File: src/rtl/pipe_add_sub_pkg.sv
// Shared types and helpers for the pipelined adder/subtractor.
// The stage record is sized for the widest supported operand so that one
// typedef serves every WIDTH/CHUNK combination; unused upper bits stay zero.
package pipe_add_sub_pkg;

    localparam int MAX_WIDTH = 64;

    // One skew/deskew pipeline record: control bits, unresolved operand
    // slices (shifted down so the next slice to resolve sits at bit 0) and
    // the sum slices collected so far (kept at their final bit positions).
    typedef struct packed {
        logic                 valid;
        logic                 carry;
        logic                 sub;
        logic [MAX_WIDTH-1:0] a_rem;
        logic [MAX_WIDTH-1:0] b_rem;
        logic [MAX_WIDTH-1:0] sum;
    } stage_t;

    // Number of pipeline stages, one CHUNK-bit slice resolved per stage.
    function automatic int calc_stages(input int width, input int chunk);
        return width / chunk;
    endfunction

    // Legal split: width is a whole number of chunks and fits the record.
    function automatic bit split_ok(input int width, input int chunk);
        return (chunk >= 1) && (width >= 2) && (width <= MAX_WIDTH) &&
               ((width % chunk) == 0);
    endfunction

endpackage

File: src/rtl/adder_chunk.sv
// Combinational CHUNK-bit ripple adder for one pipeline stage. Besides the
// carry-out it exposes the carry into the slice MSB, which the last stage
// needs for signed-overflow detection.
module adder_chunk #(
    parameter int CHUNK = 3
) (
    input  logic [CHUNK-1:0] a,
    input  logic [CHUNK-1:0] b,
    input  logic             cin,
    output logic [CHUNK-1:0] sum,
    output logic             cout,
    output logic             c_msb_in
);

    logic [CHUNK:0] c;

    // Ripple the carry bit by bit through the slice.
    always_comb begin
        // NOTE: blocking assignments here so each bit sees the carry just
        // computed for the bit below it within the same evaluation.
        c[0] = cin;
        sum  = '0;
        for (int i = 0; i < CHUNK; i++) begin
            sum[i]  = a[i] ^ b[i] ^ c[i];
            c[i+1]  = (a[i] & b[i]) | (a[i] & c[i]) | (b[i] & c[i]);
        end
        cout     = c[CHUNK];
        c_msb_in = c[CHUNK-1];
    end

endmodule

File: src/rtl/pipe_add_sub.sv
// Pipelined two's-complement adder/subtractor. Stage k resolves slice k of
// A + B' + carry; upper slices wait in skew registers and resolved lower sum
// slices ride along in deskew registers so the full result exits together.
// Subtraction is A + ~B + ~cin, so one carry chain serves both modes.
module pipe_add_sub
    import pipe_add_sub_pkg::*;
#(
    parameter int WIDTH = 12,
    parameter int CHUNK = 3
) (
    input  logic             clk,
    input  logic             rst_n,
    input  logic             in_valid,
    output logic             in_ready,
    input  logic [WIDTH-1:0] in_a,
    input  logic [WIDTH-1:0] in_b,
    input  logic             in_cin,
    input  logic             in_sub,
    output logic             out_valid,
    input  logic             out_ready,
    output logic [WIDTH-1:0] out_sum,
    output logic             out_cout,
    output logic             out_ovf
);

    localparam int STAGES = calc_stages(WIDTH, CHUNK);
    localparam int LAST   = STAGES - 1;

    if (!split_ok(WIDTH, CHUNK)) begin : g_bad_split
        $error("pipe_add_sub: WIDTH must be a multiple of CHUNK, WIDTH >= 2");
    end

    logic              stage_en;
    stage_t            stage_in  [STAGES];
    stage_t            stage_out [STAGES];
    logic [STAGES-1:0] c_msb;

    logic             out_valid_d, out_valid_q;
    logic [WIDTH-1:0] out_sum_d,   out_sum_q;
    logic             out_cout_d,  out_cout_q;
    logic             out_ovf_d,   out_ovf_q;

    // Whole pipeline advances unless a held result is waiting on the consumer.
    always_comb begin
        stage_en = ~(out_valid_q & ~out_ready);
    end

    assign in_ready = stage_en;

    // Stage 0 sees the raw operation: B inverted and carry-in flipped for sub.
    assign stage_in[0] = '{
        valid: in_valid,
        carry: in_cin ^ in_sub,
        sub:   in_sub,
        a_rem: MAX_WIDTH'(in_a),
        b_rem: MAX_WIDTH'(in_sub ? ~in_b : in_b),
        sum:   '0
    };

    for (genvar k = 0; k < STAGES; k++) begin : g_stage
        logic [CHUNK-1:0] slice_sum;
        logic             slice_cout;

        adder_chunk #(.CHUNK(CHUNK)) u_chunk (
            .a        (stage_in[k].a_rem[CHUNK-1:0]),
            .b        (stage_in[k].b_rem[CHUNK-1:0]),
            .cin      (stage_in[k].carry),
            .sum      (slice_sum),
            .cout     (slice_cout),
            .c_msb_in (c_msb[k])
        );

        assign stage_out[k] = '{
            valid: stage_in[k].valid,
            carry: slice_cout,
            sub:   stage_in[k].sub,
            a_rem: stage_in[k].a_rem >> CHUNK,
            b_rem: stage_in[k].b_rem >> CHUNK,
            sum:   stage_in[k].sum | (MAX_WIDTH'(slice_sum) << (k * CHUNK))
        };

        if (k > 0) begin : g_reg
            stage_t stage_d, stage_q;

            // Load the previous stage's record on advance, otherwise hold it.
            always_comb begin
                stage_d = stage_en ? stage_out[k-1] : stage_q;
            end

            // Skew/deskew record register between stage k-1 and stage k.
            always_ff @(posedge clk or negedge rst_n) begin
                // NOTE: non-blocking so every flop samples pre-edge values
                // regardless of the order the simulator runs these blocks.
                if (!rst_n) stage_q <= '0;
                else        stage_q <= stage_d;
            end

            assign stage_in[k] = stage_q;
        end
    end

    // Final stage: assemble the result, map carry to borrow, flag overflow.
    always_comb begin
        // NOTE: every output gets a default first so no path infers a latch.
        out_valid_d = out_valid_q;
        out_sum_d   = out_sum_q;
        out_cout_d  = out_cout_q;
        out_ovf_d   = out_ovf_q;
        if (stage_en) begin
            out_valid_d = stage_out[LAST].valid;
            out_sum_d   = stage_out[LAST].sum[WIDTH-1:0];
            out_cout_d  = stage_out[LAST].carry ^ stage_out[LAST].sub;
            out_ovf_d   = c_msb[LAST] ^ stage_out[LAST].carry;
        end
    end

    // Output register; reset clears any result in flight.
    always_ff @(posedge clk or negedge rst_n) begin
        if (!rst_n) begin
            out_valid_q <= 1'b0;
            out_sum_q   <= '0;
            out_cout_q  <= 1'b0;
            out_ovf_q   <= 1'b0;
        end else begin
            out_valid_q <= out_valid_d;
            out_sum_q   <= out_sum_d;
            out_cout_q  <= out_cout_d;
            out_ovf_q   <= out_ovf_d;
        end
    end

    assign out_valid = out_valid_q;
    assign out_sum   = out_sum_q;
    assign out_cout  = out_cout_q;
    assign out_ovf   = out_ovf_q;

endmodule

File: config.mk
export PLATFORM = sky130hd
export DESIGN_NAME = pipe_add_sub
export DESIGN_NICKNAME = d
export VERILOG_FILES = /design/src/rtl/pipe_add_sub_pkg.sv /design/src/rtl/adder_chunk.sv /design/src/rtl/pipe_add_sub.sv
export SDC_FILE = /design/constraint.sdc
export NUM_CORES = 1
export LEC_CHECK = 0
export CAP_MARGIN = 20
export CORE_MARGIN = 2
export CORE_UTILIZATION = 50
export DETAILED_ROUTE_END_ITERATION = 16
export PLACE_DENSITY = 0.73
export REMOVE_ABC_BUFFERS = 1
export SETUP_SLACK_MARGIN = 0.2
export SLEW_MARGIN = 25
export SYNTH_ARGS = -nofsm -noshare
export SYNTH_HDL_FRONTEND = slang
export SYNTH_SLANG_ARGS = --single-unit
File: constraint.sdc
create_clock -name clk -period 4.85 [get_ports clk]
set_input_delay 0.97 -clock clk [delete_from_list [all_inputs] [get_ports clk]]
set_output_delay 0.97 -clock clk [all_outputs]
set_load 0.01 [all_outputs]
; Yosys cells after proc, flatten, opt, wreduce, memory -nomap -nowiden
; Cells that the tools add are included.
[word_totals]
regBits = 81
latchBits = 0
mem_bits_rw = 0
mem_bits_ro = 0
input_bits = 30
out_inout_bits = 16
elab_cells = 117
memories = 0
[classes]
n_addsub = 0
multipliers = 0
div = 0
magnitude_cmp = 0
n_eq_ne = 0
shifts = 0
mux = 1
n_bitwise = 94
n_reduce_logical = 0
[op_table]
columns = op, n
row1 = 1-bit bitwise AND, 37
row2 = 1-bit bitwise XOR, 27
row3 = 1-bit bitwise OR, 24
row4 = 12-bit 2-to-1 mux, 1
row5 = 12-bit inverter, 1
row6 = 12-bit bitwise OR, 1
row7 = 6-bit by 9-bit bitwise OR with 9-bit output, 1
row8 = 3-bit by 6-bit bitwise OR with 6-bit output, 1
row9 = 1-bit inverter, 2

; Depth between registers and ports, before layout
; Gate-level depths: netlist (run 1).
[depth]
ltp_word = 11
depth_mapped = 7

; Hierarchy
; A second synthesis (run 1) with hierarchy kept.
[hier_totals]
hier_cells = 236
area_unflattened_um2 = 3487.1
[modules_own_cells]
columns = module, n_inst, cells_per_inst, area_each_um2, seq_area_each_um2
row1 = pipe_add_sub, 1, 184, 3096.7, 1951.9
row2 = adder_chunk, 4, 13, 97.6, 0.0

; Worst setup path after synthesis (run 1)
; Ideal clock, no wire load.
[synth_timing]
path_kind = in2reg
from = input in_sub
to = register g_stage[1].g_reg.stage_q[2] in the netlist's numbering
setup_ns = 0.125
t_arrival_ns = 2.933
required_ns = 4.725
slack_ns = 1.792
cell_stages = 7
n_path_buf = 2
path_cell_list = buf_2 buf_4 xor2_1 fa_1 fa_1 fa_1 mux2_4
[synth_via]
elab_chain_cells = 8
elab_cells_between_ends = 14
[synth_lines]
columns = element, line
row1 = from (decl), pipe_add_sub.sv:18  ; input logic in_sub,
row2 = 12-bit 2-to-1 mux or 1-bit bitwise XOR (tied branches), "pipe_add_sub.sv:56, pipe_add_sub.sv:53"
row3 = 1-bit bitwise AND, adder_chunk.sv:25  ; c[i+1] = (a[i] & b[i]) | (a[i] & c[i]) | (b[i] & c[i]);
row4 = 1-bit bitwise OR (2 in series), adder_chunk.sv:25
row5 = 1-bit bitwise AND, adder_chunk.sv:25
row6 = 1-bit bitwise OR (2 in series), adder_chunk.sv:25
row7 = 1-bit bitwise XOR (*), adder_chunk.sv:24  ; sum[i] = a[i] ^ b[i] ^ c[i];
row8 = via g_stage[0].slice_sum[2], pipe_add_sub.sv:61  ; logic [CHUNK-1:0] slice_sum;
row9 = to (signal assigned), pipe_add_sub.sv:95  ; else stage_q <= stage_d;
row10 = to (decl), pipe_add_sub.sv:83  ; stage_t stage_d, stage_q;
; Mark *: on every way through the listed nets, which the timed path passes. The rest lies on a longest branch.
; A chain may end at the register's enable or synchronous reset.

; Worst setup path after layout (run 1)
[layout_timing]
from = input out_ready
to = output in_ready
[layout_via]
elab_chain_cells = 3
[layout_lines]
columns = element, line
row1 = from (decl), pipe_add_sub.sv:20  ; input logic out_ready,
row2 = 1-bit inverter, pipe_add_sub.sv:45  ; stage_en = ~(out_valid_q & ~out_ready);
row3 = 1-bit bitwise AND, pipe_add_sub.sv:45
row4 = 1-bit inverter, pipe_add_sub.sv:45
row5 = to (decl), pipe_add_sub.sv:14  ; output logic in_ready,
; No other way between the ends.

==> flow_results.xml, run 1 <==
<?xml version="1.0" encoding="UTF-8"?>
<metrics>
  <group name="run_status">
    <metric name="status" unit="">finished, final reports clean</metric>
  </group>
  <group name="synth">
    <metric name="number_of_enable_flip_flop_cells_after_synthesis" unit="">0</metric>
    <metric name="ys_flop_type" unit="">sky130_fd_sc_hd__dfrtp_1</metric>
    <metric name="seq_area_frac_synth" unit="">0.548</metric>
    <metric name="synthTopCellsByCount" unit="">78 x sky130_fd_sc_hd__dfrtp_1, 38 x sky130_fd_sc_hd__mux2_4, 29 x sky130_fd_sc_hd__mux2_2</metric>
    <metric name="asyncSetResetFlopFracSynth" unit="">1.00</metric>
    <metric name="synth-seq-cells" unit="">78</metric>
    <metric name="netlist.area_leader.share" unit="">0.548</metric>
    <metric name="post_synth_main_area_contributors" unit="">sky130_fd_sc_hd__dfrtp_1 55%, sky130_fd_sc_hd__mux2_4 16%, sky130_fd_sc_hd__mux2_2 9.2%, sky130_fd_sc_hd__fa_1 6.7%, sky130_fd_sc_hd__xor2_1 3.2%</metric>
    <metric name="synthesis.area" unit="um^2">3560</metric>
    <metric name="synth_area_leader_cell" unit="">sky130_fd_sc_hd__dfrtp_1</metric>
    <metric name="synthesis.area_per_instance" unit="um^2">16.3</metric>
    <metric name="yosys_synthesis_warning_count" unit="">0</metric>
    <metric name="synth_cell_types" unit="">18</metric>
    <metric name="synthesized_instance_count" unit="">218</metric>
    <metric name="synthMostInstantiatedCell" unit="">sky130_fd_sc_hd__dfrtp_1</metric>
  </group>
  <group name="worst_setup_path">
    <metric name="critPathKind" unit="">in -&gt; out</metric>
    <metric name="critical_path.max_fanout" unit="">6</metric>
    <metric name="timing.critical_path.arrival" unit="ns">2.27</metric>
    <metric name="critical_path_required" unit="ns">3.88</metric>
    <metric name="crit-reg2reg-launch" unit="">g_stage[3].g_reg.stage_q[64]$_DFFE_PN0N_</metric>
    <metric name="timing.critical_path.from" unit="">out_ready</metric>
    <metric name="worstSetupStartpointType" unit="">input pin</metric>
    <metric name="setup_crit_end_kind" unit="">output pin</metric>
  </group>
  <group name="placement">
    <metric name="gp_congestion" unit="">0.773</metric>
    <metric name="detailed_place_hpwl" unit="um">3380</metric>
    <metric name="buffer_ports.inserted" unit="">45</metric>
  </group>
  <group name="route">
    <metric name="detail_route.wirelength" unit="um">5320</metric>
    <metric name="drt_first_pass_iters" unit="">4</metric>
    <metric name="drt-met1-wl" unit="um">2430</metric>
    <metric name="drt_first_iter_violations" unit="">80</metric>
    <metric name="via_per_inst" unit="">4.79</metric>
    <metric name="met2RoutedLength" unit="um">2580</metric>
    <metric name="drcViolationCount" unit="">0</metric>
    <metric name="highest_routed_metal_layer" unit="">met4</metric>
    <metric name="wire_per_inst" unit="um">14.5</metric>
    <metric name="met3RoutedLength" unit="um">159</metric>
    <metric name="vias" unit="">1758</metric>
    <metric name="detail-route-antenna-nets" unit="">0</metric>
  </group>
  <group name="grt">
    <metric name="grt_pass1_vias" unit="">1807</metric>
    <metric name="grt.total_usage" unit="">0.149</metric>
    <metric name="grt_overflow_total" unit="">0</metric>
    <metric name="grt_antenna_before_repair" unit="">0</metric>
    <metric name="grt_first_pass_wirelength" unit="um">8550</metric>
    <metric name="pin_count_of_the_biggest_net_entering_global_routing" unit="">79</metric>
  </group>
  <group name="run">
    <metric name="max_cap_viols" unit="">0</metric>
  </group>
  <group name="clocking">
    <metric name="cts_tree" unit="">built</metric>
    <metric name="clk_pin_slew_worst_paths" unit="ns">0.08</metric>
    <metric name="h_tree_depth" unit="">3</metric>
    <metric name="postCtsHoldBufs" unit="">0</metric>
    <metric name="clock_path_buffers" unit="">2</metric>
    <metric name="cts_num_sinks" unit="">78</metric>
    <metric name="ctsResizeCount" unit="">0</metric>
    <metric name="insertion_delay" unit="ns">0.34</metric>
    <metric name="cts_made_buffers" unit="">9</metric>
    <metric name="cts_root_buf" unit="">sky130_fd_sc_hd__clkbuf_8</metric>
    <metric name="post_cts_buffers" unit="">0</metric>
  </group>
  <group name="timing">
    <metric name="timing.clock.skew" unit="ns">0.00677</metric>
    <metric name="hold_slack" unit="ns">0.494</metric>
    <metric name="tightestPinTransition" unit="ns">0.804</metric>
    <metric name="final.min_clock_period" unit="ns">3.24</metric>
    <metric name="grt_setup_unrepaired" unit="">no</metric>
    <metric name="hold_viol" unit="">0</metric>
    <metric name="timing_max_transition_violations_final" unit="">0</metric>
    <metric name="fmaxAchievable" unit="MHz">309</metric>
    <metric name="timing.final.crit_share" unit="">0.667</metric>
    <metric name="finalSetupViolations" unit="">0</metric>
    <metric name="finalSetupTns" unit="ns">0</metric>
    <metric name="slew-limit-headroom" unit="">0.464</metric>
  </group>
  <group name="final_layout">
    <metric name="layout_net_count" unit="">309</metric>
    <metric name="antenna_diode_count" unit="">0</metric>
    <metric name="syn2layout_area_growth" unit="%">17.7</metric>
    <metric name="layout-drive-gt1-share" unit="">0.325</metric>
  </group>
  <group name="floorplan">
    <metric name="design.die.area" unit="um^2">7820</metric>
    <metric name="dieHeight" unit="um">88.4</metric>
    <metric name="io_pins" unit="">46</metric>
    <metric name="placementRows" unit="">30</metric>
    <metric name="die_width" unit="um">88.4</metric>
    <metric name="core-area" unit="um^2">6830</metric>
    <metric name="initial_core_util" unit="">0.522</metric>
  </group>
  <group name="pwr">
    <metric name="internal_power" unit="mW">1.80</metric>
    <metric name="leakagePower" unit="nW">1.90</metric>
    <metric name="power.switching_fraction" unit="">0.294</metric>
    <metric name="combinational_fraction_of_design_power" unit="">0.395</metric>
    <metric name="worst_ir_drop_vdd" unit="V">0.000196</metric>
    <metric name="total_switching_power" unit="mW">0.748</metric>
    <metric name="sequentialPowerShare" unit="">0.436</metric>
    <metric name="p_per_area" unit="nW/um^2">607</metric>
    <metric name="p_clk_frac" unit="">0.169</metric>
  </group>
  <group name="min_path">
    <metric name="worstHoldStart" unit="">g_stage[3].g_reg.stage_q[194]$_DFFE_PN0N_</metric>
    <metric name="worstHoldPathType" unit="">reg -&gt; reg</metric>
  </group>
</metrics>
## routing by layer
metal,vias to the layer above,track usage
met2,32,0.231
met3,11,0.0280
met1,902,0.194
li1,813,-
met5,-,0
met4,0,0.0950
## worst max-delay path, stage by stage
cell	delay, ns
sky130_fd_sc_hd__clkdlybuf4s50_1	0.64
sky130_fd_sc_hd__nor2b_4	0.07
sky130_fd_sc_hd__inv_2	0.06
sky130_fd_sc_hd__clkdlybuf4s50_1	0.52
## kinds of logic (layout without fill, tap and decap cells)
group                    after synthesis  in the layout  share of synthesized area
AND/OR/NAND/NOR                        7              7                     0.0162
adder cells (fa/ha/maj)               12             12                     0.0674
flip-flops                            78             78                      0.548
multiplexers                          72             72                      0.266
AO/OA/AOI/OAI                          5              5                    0.00702
buffers and inverters                 29             82                     0.0586
XOR/XNOR                              15             15                     0.0369
## flip-flops by register name (all words and copies together) (netlist names)
name                   flops
g_stage.g_reg.stage_q     63
out_sum                   12
out_cout                   1
out_ovf                    1
out_valid                  1
## final cells by class
type | instances | area (um^2)
multi-input cells | 111 | 1400
repair buffers | 48 | 474
inverters | 19 | 71.3
clock inverters | 4 | 22.5
fillers | 560 | 2640
clock buffers | 11 | 151
flip-flops and latches | 78 | 1950
well taps | 96 | 120
## through the flow
step / instances / cell area (um^2) / power [mW] / setup slack (ns) / utilization
floorplan: 208 / 3430 / 1.81 / 1.29 / -
finish: 367 / 4190 / 2.55 / 1.61 / 0.614
detailed placement: 352 / 4020 / 2.14 / 1.39 / 0.588
global placement: 352 / 4020 / 2.10 / 1.42 / 0.588
CTS: 367 / 4190 / 2.59 / 1.60 / 0.613
global route: 367 / 4190 / 2.73 / 1.56 / 0.614
## layout by cell type (no fill, tap or decap), types with 2 or more instances in the layout
| master | n |
|---|---|
| sky130_fd_sc_hd__fa_1 | 12 |
| sky130_fd_sc_hd__mux2_4 | 38 |
| sky130_fd_sc_hd__xor2_1 | 13 |
| sky130_fd_sc_hd__nor3b_1 | 5 |
| sky130_fd_sc_hd__mux2_2 | 29 |
| sky130_fd_sc_hd__a21oi_1 | 5 |
| sky130_fd_sc_hd__mux2i_1 | 4 |
| sky130_fd_sc_hd__xnor2_1 | 2 |
| sky130_fd_sc_hd__clkbuf_8 | 11 |
| sky130_fd_sc_hd__clkdlybuf4s50_1 | 44 |
| sky130_fd_sc_hd__dfrtp_1 | 78 |
| sky130_fd_sc_hd__clkinv_2 | 3 |
| sky130_fd_sc_hd__buf_4 | 3 |
| sky130_fd_sc_hd__inv_1 | 18 |
## final timing paths
path                                                              to  slack [ns]  cells past startpoint
setup / recovery                                            in_ready        1.61                      4
hold / removal                                 out_valid$_DFFE_PN0N_        0.49                      1
setup reg to reg                                 out_ovf$_DFFE_PN0N_        2.78                      7
hold reg to reg                                out_valid$_DFFE_PN0N_        0.49                      1
max in group asynchronous  g_stage[1].g_reg.stage_q[193]$_DFFE_PN0N_        3.73                      1
min in group asynchronous  g_stage[1].g_reg.stage_q[133]$_DFFE_PN0N_        0.65                      1
## power by group through the flow
stage / sequential (mW) / clock [mW] / combinational [mW]
after global placement: 1.11 / 0 / 0.988
after detailed placement: 1.13 / 0 / 1.02
after floorplan: 1.11 / 0 / 0.702
after CTS: 1.11 / 0.446 / 1.03
final: 1.11 / 0.429 / 1.01
after global routing: 1.15 / 0.470 / 1.11
Power figures use the tool's default switching activity.
==> run 2, diff against run 1 <==
clock period = 3.1 ns   (was 4.85 ns; I/O delays follow)
==> flow_results.xml, run 2 (synthesized netlist as in run 1, its figures left out) <==
<?xml version="1.0" encoding="UTF-8"?>
<metrics>
  <group name="final_layout">
    <metric name="fin_cells" unit="">368</metric>
    <metric name="number_of_flip_flops_in_the_largest_register" unit="">63</metric>
    <metric name="antenna_diode_count" unit="">0</metric>
    <metric name="post-route-util" unit="">0.627</metric>
    <metric name="fill_cells" unit="">538</metric>
    <metric name="final_std_cell_area_no_fill" unit="um^2">4280</metric>
    <metric name="syn2layout_area_growth" unit="%">20.2</metric>
    <metric name="most_common_cell_after_layout_fill_and_taps_aside" unit="">sky130_fd_sc_hd__dfrtp_1</metric>
    <metric name="mostFrequentLayoutCells" unit="">78 x sky130_fd_sc_hd__dfrtp_1, 44 x sky130_fd_sc_hd__clkdlybuf4s50_1, 38 x sky130_fd_sc_hd__mux2_4</metric>
    <metric name="layout_net_count" unit="">309</metric>
    <metric name="top_register" unit="">g_stage.g_reg.stage_q</metric>
    <metric name="layout-drive-gt1-share" unit="">0.324</metric>
  </group>
  <group name="grt">
    <metric name="grt_first_pass_wirelength" unit="um">9080</metric>
    <metric name="grt_pass1_vias" unit="">1879</metric>
    <metric name="grt_overflow_total" unit="">0</metric>
    <metric name="grt.total_usage" unit="">0.158</metric>
    <metric name="pin_count_of_the_biggest_net_entering_global_routing" unit="">79</metric>
    <metric name="grt_antenna_before_repair" unit="">0</metric>
  </group>
  <group name="timing">
    <metric name="timing_max_transition_violations_final" unit="">0</metric>
    <metric name="hold_viol" unit="">0</metric>
    <metric name="final.min_clock_period" unit="ns">2.62</metric>
    <metric name="slew-limit-headroom" unit="">0.469</metric>
    <metric name="tightestPinTransition" unit="ns">0.797</metric>
    <metric name="hold_slack" unit="ns">0.287</metric>
    <metric name="timing.final.crit_share" unit="">0.844</metric>
    <metric name="grt_setup_unrepaired" unit="">no</metric>
    <metric name="setup_slack" unit="ns">0.484</metric>
    <metric name="finalSetupTns" unit="ns">0</metric>
    <metric name="fmaxAchievable" unit="MHz">382</metric>
    <metric name="timing.clock.skew" unit="ns">0.00634</metric>
    <metric name="finalSetupViolations" unit="">0</metric>
  </group>
  <group name="placement">
    <metric name="placed_cell_area" unit="um^2">4020</metric>
    <metric name="detailed_place_hpwl" unit="um">3380</metric>
    <metric name="gp_congestion" unit="">0.675</metric>
    <metric name="buffer_ports.inserted" unit="">45</metric>
    <metric name="pre_cts_slack" unit="ns">0.0957</metric>
    <metric name="post_placement_cell_count" unit="">352</metric>
  </group>
  <group name="route">
    <metric name="drt_first_iter_violations" unit="">80</metric>
    <metric name="detail_route.wirelength" unit="um">5280</metric>
    <metric name="vias" unit="">1742</metric>
    <metric name="drt_first_pass_iters" unit="">4</metric>
    <metric name="detail-route-antenna-nets" unit="">0</metric>
    <metric name="via_per_inst" unit="">4.73</metric>
    <metric name="drcViolationCount" unit="">0</metric>
    <metric name="wire_per_inst" unit="um">14.3</metric>
  </group>
  <group name="clocking">
    <metric name="cts_made_buffers" unit="">9</metric>
    <metric name="cts_root_buf" unit="">sky130_fd_sc_hd__clkbuf_8</metric>
    <metric name="ctsResizeCount" unit="">0</metric>
    <metric name="cts_num_sinks" unit="">78</metric>
    <metric name="h_tree_depth" unit="">3</metric>
    <metric name="insertion_delay" unit="ns">0.35</metric>
    <metric name="clock_path_buffers" unit="">2</metric>
    <metric name="post_cts_buffers" unit="">0</metric>
    <metric name="postCtsHoldBufs" unit="">0</metric>
    <metric name="cts_tree" unit="">built</metric>
    <metric name="clk_pin_slew_worst_paths" unit="ns">0.08</metric>
  </group>
  <group name="floorplan">
    <metric name="design.die.area" unit="um^2">7820</metric>
    <metric name="core-area" unit="um^2">6830</metric>
    <metric name="io_pins" unit="">46</metric>
    <metric name="placementRows" unit="">30</metric>
    <metric name="dieHeight" unit="um">88.4</metric>
    <metric name="die_width" unit="um">88.4</metric>
    <metric name="initial_core_util" unit="">0.522</metric>
  </group>
  <group name="worst_setup_path">
    <metric name="critPathKind" unit="">in -&gt; reg</metric>
    <metric name="timing.critical_path.arrival" unit="ns">2.85</metric>
    <metric name="critical_path.max_fanout" unit="">3</metric>
    <metric name="critical_path_required" unit="ns">3.33</metric>
    <metric name="setup_crit_end_kind" unit="">flop</metric>
    <metric name="worstSetupStartpointType" unit="">input pin</metric>
  </group>
  <group name="pwr">
    <metric name="worst_ir_drop_vdd" unit="V">0.000431</metric>
    <metric name="p_per_area" unit="nW/um^2">997</metric>
    <metric name="p_total" unit="mW">4.27</metric>
    <metric name="leakagePower" unit="nW">1.94</metric>
  </group>
  <group name="min_path">
    <metric name="worstHoldPathType" unit="">in -&gt; async</metric>
  </group>
  <group name="run">
    <metric name="max_cap_viols" unit="">0</metric>
  </group>
  <group name="run_status">
    <metric name="status" unit="">finished, final reports clean</metric>
  </group>
</metrics>
==> run 2: worst paths after layout <==
| check | start | cells past startpoint | endpoint | slack [ns] |
|---|---|---|---|---|
| max | in_sub | 6 | g_stage[1].g_reg.stage_q[2]$_DFFE_PN0N_ | 0.48 |
| min | rst_n | 1 | g_stage[1].g_reg.stage_q[133]$_DFFE_PN0N_ | 0.29 |
| max reg2reg | g_stage[3].g_reg.stage_q[64]$_DFFE_PN0N_ | 7 | out_cout$_DFFE_PN0N_ | 1.02 |
| min reg2reg | g_stage[1].g_reg.stage_q[71]$_DFFE_PN0N_ | 1 | g_stage[1].g_reg.stage_q[71]$_DFFE_PN0N_ | 0.49 |
| max in group asynchronous | rst_n | 1 | g_stage[2].g_reg.stage_q[2]$_DFFE_PN0N_ | 2.34 |
| min in group clk | g_stage[1].g_reg.stage_q[71]$_DFFE_PN0N_ | 1 | g_stage[1].g_reg.stage_q[71]$_DFFE_PN0N_ | 0.49 |
==> run 2: per-layer routing <==
layer	global-route usage	routed length, um	vias up
li1	-	-	814
met4	0.0702	117	0
met1	0.194	2250	888
met2	0.261	2720	31
met5	0	0	-
met3	0.0476	195	9
==> run 2: layout make-up <==
class,count,area (um^2),share of cell area
Tap cell,96,120,0.0281
Timing Repair Buffer,48,474,0.111
Multi-Input combinational cell,111,1400,0.328
Clock inverter,6,134,0.0313
Inverter,19,71.3,0.0167
Clock buffer,10,128,0.0298
Sequential cell,78,1950,0.456
==> run 2: where the power goes <==
| part | total [mW] | switching (mW) | internal (mW) |
|---|---|---|---|
| Sequential | 1.74 | 0.258 | 1.48 |
| Clock | 0.967 | 0.351 | 0.616 |
| Combinational | 1.56 | 0.563 | 1.00 |
==> run 2: critical path, cell delays in order <==
cell	delay (ns)
sky130_fd_sc_hd__clkdlybuf4s50_1	0.50
sky130_fd_sc_hd__xor2_1	0.21
sky130_fd_sc_hd__fa_1	0.41
sky130_fd_sc_hd__fa_1	0.39
sky130_fd_sc_hd__fa_1	0.43
sky130_fd_sc_hd__mux2_4	0.27
==> run 3, diff against run 2 <==
PLACE_DENSITY = 0.76   (was 0.73)
clock period = 2.4 ns   (was 3.1 ns; I/O delays follow)
==> flow_results.xml, run 3 (synthesized netlist as in run 1, its figures left out) <==
<?xml version="1.0" encoding="UTF-8"?>
<metrics>
  <group name="run_status">
    <metric name="status" unit="">finished, final reports clean</metric>
  </group>
  <group name="placement">
    <metric name="gp_congestion" unit="">0.740</metric>
    <metric name="buffer_ports.inserted" unit="">45</metric>
    <metric name="detailed_place_hpwl" unit="um">3460</metric>
    <metric name="pre_cts_slack" unit="ns">-0.529</metric>
    <metric name="post_placement_cell_count" unit="">355</metric>
  </group>
  <group name="clocking">
    <metric name="insertion_delay" unit="ns">0.34</metric>
    <metric name="cts_tree" unit="">built</metric>
    <metric name="cts_made_buffers" unit="">9</metric>
    <metric name="h_tree_depth" unit="">3</metric>
    <metric name="cts_num_sinks" unit="">78</metric>
    <metric name="cts_root_buf" unit="">sky130_fd_sc_hd__clkbuf_8</metric>
    <metric name="postCtsHoldBufs" unit="">0</metric>
    <metric name="post_cts_buffers" unit="">0</metric>
    <metric name="clock_path_buffers" unit="">2</metric>
    <metric name="clk_pin_slew_worst_paths" unit="ns">0.08</metric>
    <metric name="ctsResizeCount" unit="">12</metric>
  </group>
  <group name="final_layout">
    <metric name="layout-drive-gt1-share" unit="">0.345</metric>
    <metric name="fill_cells" unit="">526</metric>
    <metric name="layout_net_count" unit="">312</metric>
    <metric name="most_common_cell_after_layout_fill_and_taps_aside" unit="">sky130_fd_sc_hd__dfrtp_1</metric>
    <metric name="fin_cells" unit="">371</metric>
    <metric name="mostFrequentLayoutCells" unit="">78 x sky130_fd_sc_hd__dfrtp_1, 40 x sky130_fd_sc_hd__clkdlybuf4s50_1, 38 x sky130_fd_sc_hd__mux2_4</metric>
    <metric name="top_register" unit="">g_stage.g_reg.stage_q</metric>
    <metric name="syn2layout_area_growth" unit="%">19.8</metric>
    <metric name="antenna_diode_count" unit="">0</metric>
    <metric name="number_of_flip_flops_in_the_largest_register" unit="">63</metric>
  </group>
  <group name="timing">
    <metric name="hold_slack" unit="ns">0.0704</metric>
    <metric name="timing.final.crit_share" unit="">0.903</metric>
    <metric name="finalSetupTns" unit="ns">0</metric>
    <metric name="timing.clock.skew" unit="ns">0.00608</metric>
    <metric name="slew-limit-headroom" unit="">0.706</metric>
    <metric name="fmaxAchievable" unit="MHz">462</metric>
    <metric name="final.min_clock_period" unit="ns">2.17</metric>
    <metric name="setup_slack" unit="ns">0.234</metric>
    <metric name="grt_setup_unrepaired" unit="">no</metric>
    <metric name="tightestPinTransition" unit="ns">0.441</metric>
    <metric name="hold_viol" unit="">0</metric>
    <metric name="timing_max_transition_violations_final" unit="">0</metric>
    <metric name="finalSetupViolations" unit="">0</metric>
  </group>
  <group name="worst_setup_path">
    <metric name="timing.critical_path.arrival" unit="ns">2.40</metric>
    <metric name="critical_path.max_fanout" unit="">1</metric>
    <metric name="critical-path-top-cell-by-count" unit="">sky130_fd_sc_hd__fa_2</metric>
    <metric name="critPathKind" unit="">in -&gt; reg</metric>
    <metric name="setup_crit_end_kind" unit="">flop</metric>
    <metric name="critical_path_max_stage_delay" unit="ns">0.48</metric>
    <metric name="critical_path_required" unit="ns">2.63</metric>
    <metric name="crit_slowest_cell" unit="">sky130_fd_sc_hd__fa_1</metric>
    <metric name="path_cells" unit="">clkdlybuf4s15_1 &gt; xor2_2 &gt; fa_2 &gt; fa_2 &gt; fa_1 &gt; mux2_4</metric>
    <metric name="worstSetupStartpointType" unit="">input pin</metric>
  </group>
  <group name="floorplan">
    <metric name="die_width" unit="um">88.4</metric>
    <metric name="core-area" unit="um^2">6830</metric>
    <metric name="initial_core_util" unit="">0.522</metric>
    <metric name="io_pins" unit="">46</metric>
    <metric name="design.die.area" unit="um^2">7820</metric>
    <metric name="dieHeight" unit="um">88.4</metric>
    <metric name="placementRows" unit="">30</metric>
  </group>
  <group name="grt">
    <metric name="grt_overflow_total" unit="">0</metric>
    <metric name="grt.total_usage" unit="">0.153</metric>
    <metric name="grt_antenna_before_repair" unit="">0</metric>
    <metric name="grt_pass1_vias" unit="">1854</metric>
    <metric name="grt_first_pass_wirelength" unit="um">8950</metric>
    <metric name="pin_count_of_the_biggest_net_entering_global_routing" unit="">47</metric>
  </group>
  <group name="pwr">
    <metric name="p_total" unit="mW">5.26</metric>
    <metric name="p_per_area" unit="nW/um^2">1230</metric>
    <metric name="leakagePower" unit="nW">1.93</metric>
    <metric name="worst_ir_drop_vdd" unit="V">0.000538</metric>
  </group>
  <group name="route">
    <metric name="wire_per_inst" unit="um">14.3</metric>
    <metric name="detail_route.wirelength" unit="um">5300</metric>
    <metric name="detail-route-antenna-nets" unit="">0</metric>
    <metric name="via_per_inst" unit="">4.75</metric>
    <metric name="drt_first_iter_violations" unit="">99</metric>
    <metric name="drcViolationCount" unit="">0</metric>
    <metric name="vias" unit="">1762</metric>
    <metric name="drt_first_pass_iters" unit="">4</metric>
  </group>
  <group name="run">
    <metric name="max_cap_viols" unit="">0</metric>
  </group>
  <group name="min_path">
    <metric name="worstHoldPathType" unit="">in -&gt; async</metric>
  </group>
</metrics>
## run 3: path summary, 6_finish.rpt
check	slack (ns)	from	to	depth (start not counted)
max	0.23	in_b[0]	g_stage[1].g_reg.stage_q[2]$_DFFE_PN0N_	6
min	0.07	rst_n	out_sum[7]$_DFFE_PN0N_	1
max reg2reg	0.36	g_stage[3].g_reg.stage_q[128]$_DFFE_PN0N_	out_ovf$_DFFE_PN0N_	7
min reg2reg	0.46	g_stage[3].g_reg.stage_q[194]$_DFFE_PN0N_	out_valid$_DFFE_PN0N_	1
max in group asynchronous	1.76	rst_n	g_stage[1].g_reg.stage_q[70]$_DFFE_PN0N_	2
min in group clk	0.46	g_stage[3].g_reg.stage_q[194]$_DFFE_PN0N_	out_valid$_DFFE_PN0N_	1
## run 3: layout make-up
class | count | area (um^2) | share of cell area
clock buffer | 11 | 141 | 0.0331
clock inverter | 5 | 58.8 | 0.0138
inverter | 19 | 71.3 | 0.0167
multi-input combinational | 111 | 1420 | 0.331
sequential | 78 | 1950 | 0.457
tap | 96 | 120 | 0.0281
timing repair buffer | 51 | 510 | 0.120
## run 3: report_power, final
group          internal [mW]  switching [mW]
Sequential              1.91           0.334
Clock                  0.509           0.458
Combinational           1.31           0.735
Total                   3.73            1.53
## run 3: per-stage QoR
| stage | instance area, um^2 | utilization |
|---|---|---|
| floorplan | 3430 | - |
| global route | 4270 | 0.625 |
| CTS | 4270 | 0.625 |
| detailed placement | 4060 | 0.595 |
| global placement | 4060 | 0.595 |
| finish | 4270 | 0.625 |
## run 3: metal layers
| metal | track usage | up-vias | share of wire | wire [um] |
|---|---|---|---|---|
| li1 | - | 823 | - | - |
| met1 | 0.200 | 898 | 0.46 | 2420 |
| met2 | 0.243 | 33 | 0.49 | 2590 |
| met3 | 0.0532 | 8 | 0.039 | 206 |
| met4 | 0.0455 | 0 | 0.015 | 80 |
| met5 | 0 | - | 0 | 0 |
## run 3: critical path: cells and delay by family
| kind | cells | cell delay (ns) |
|---|---|---|
| xor+xnor | 1 | 0.16 |
| mux | 1 | 0.27 |
| fa+ha+maj | 3 | 1.28 |
| buf+inv | 1 | 0.19 |
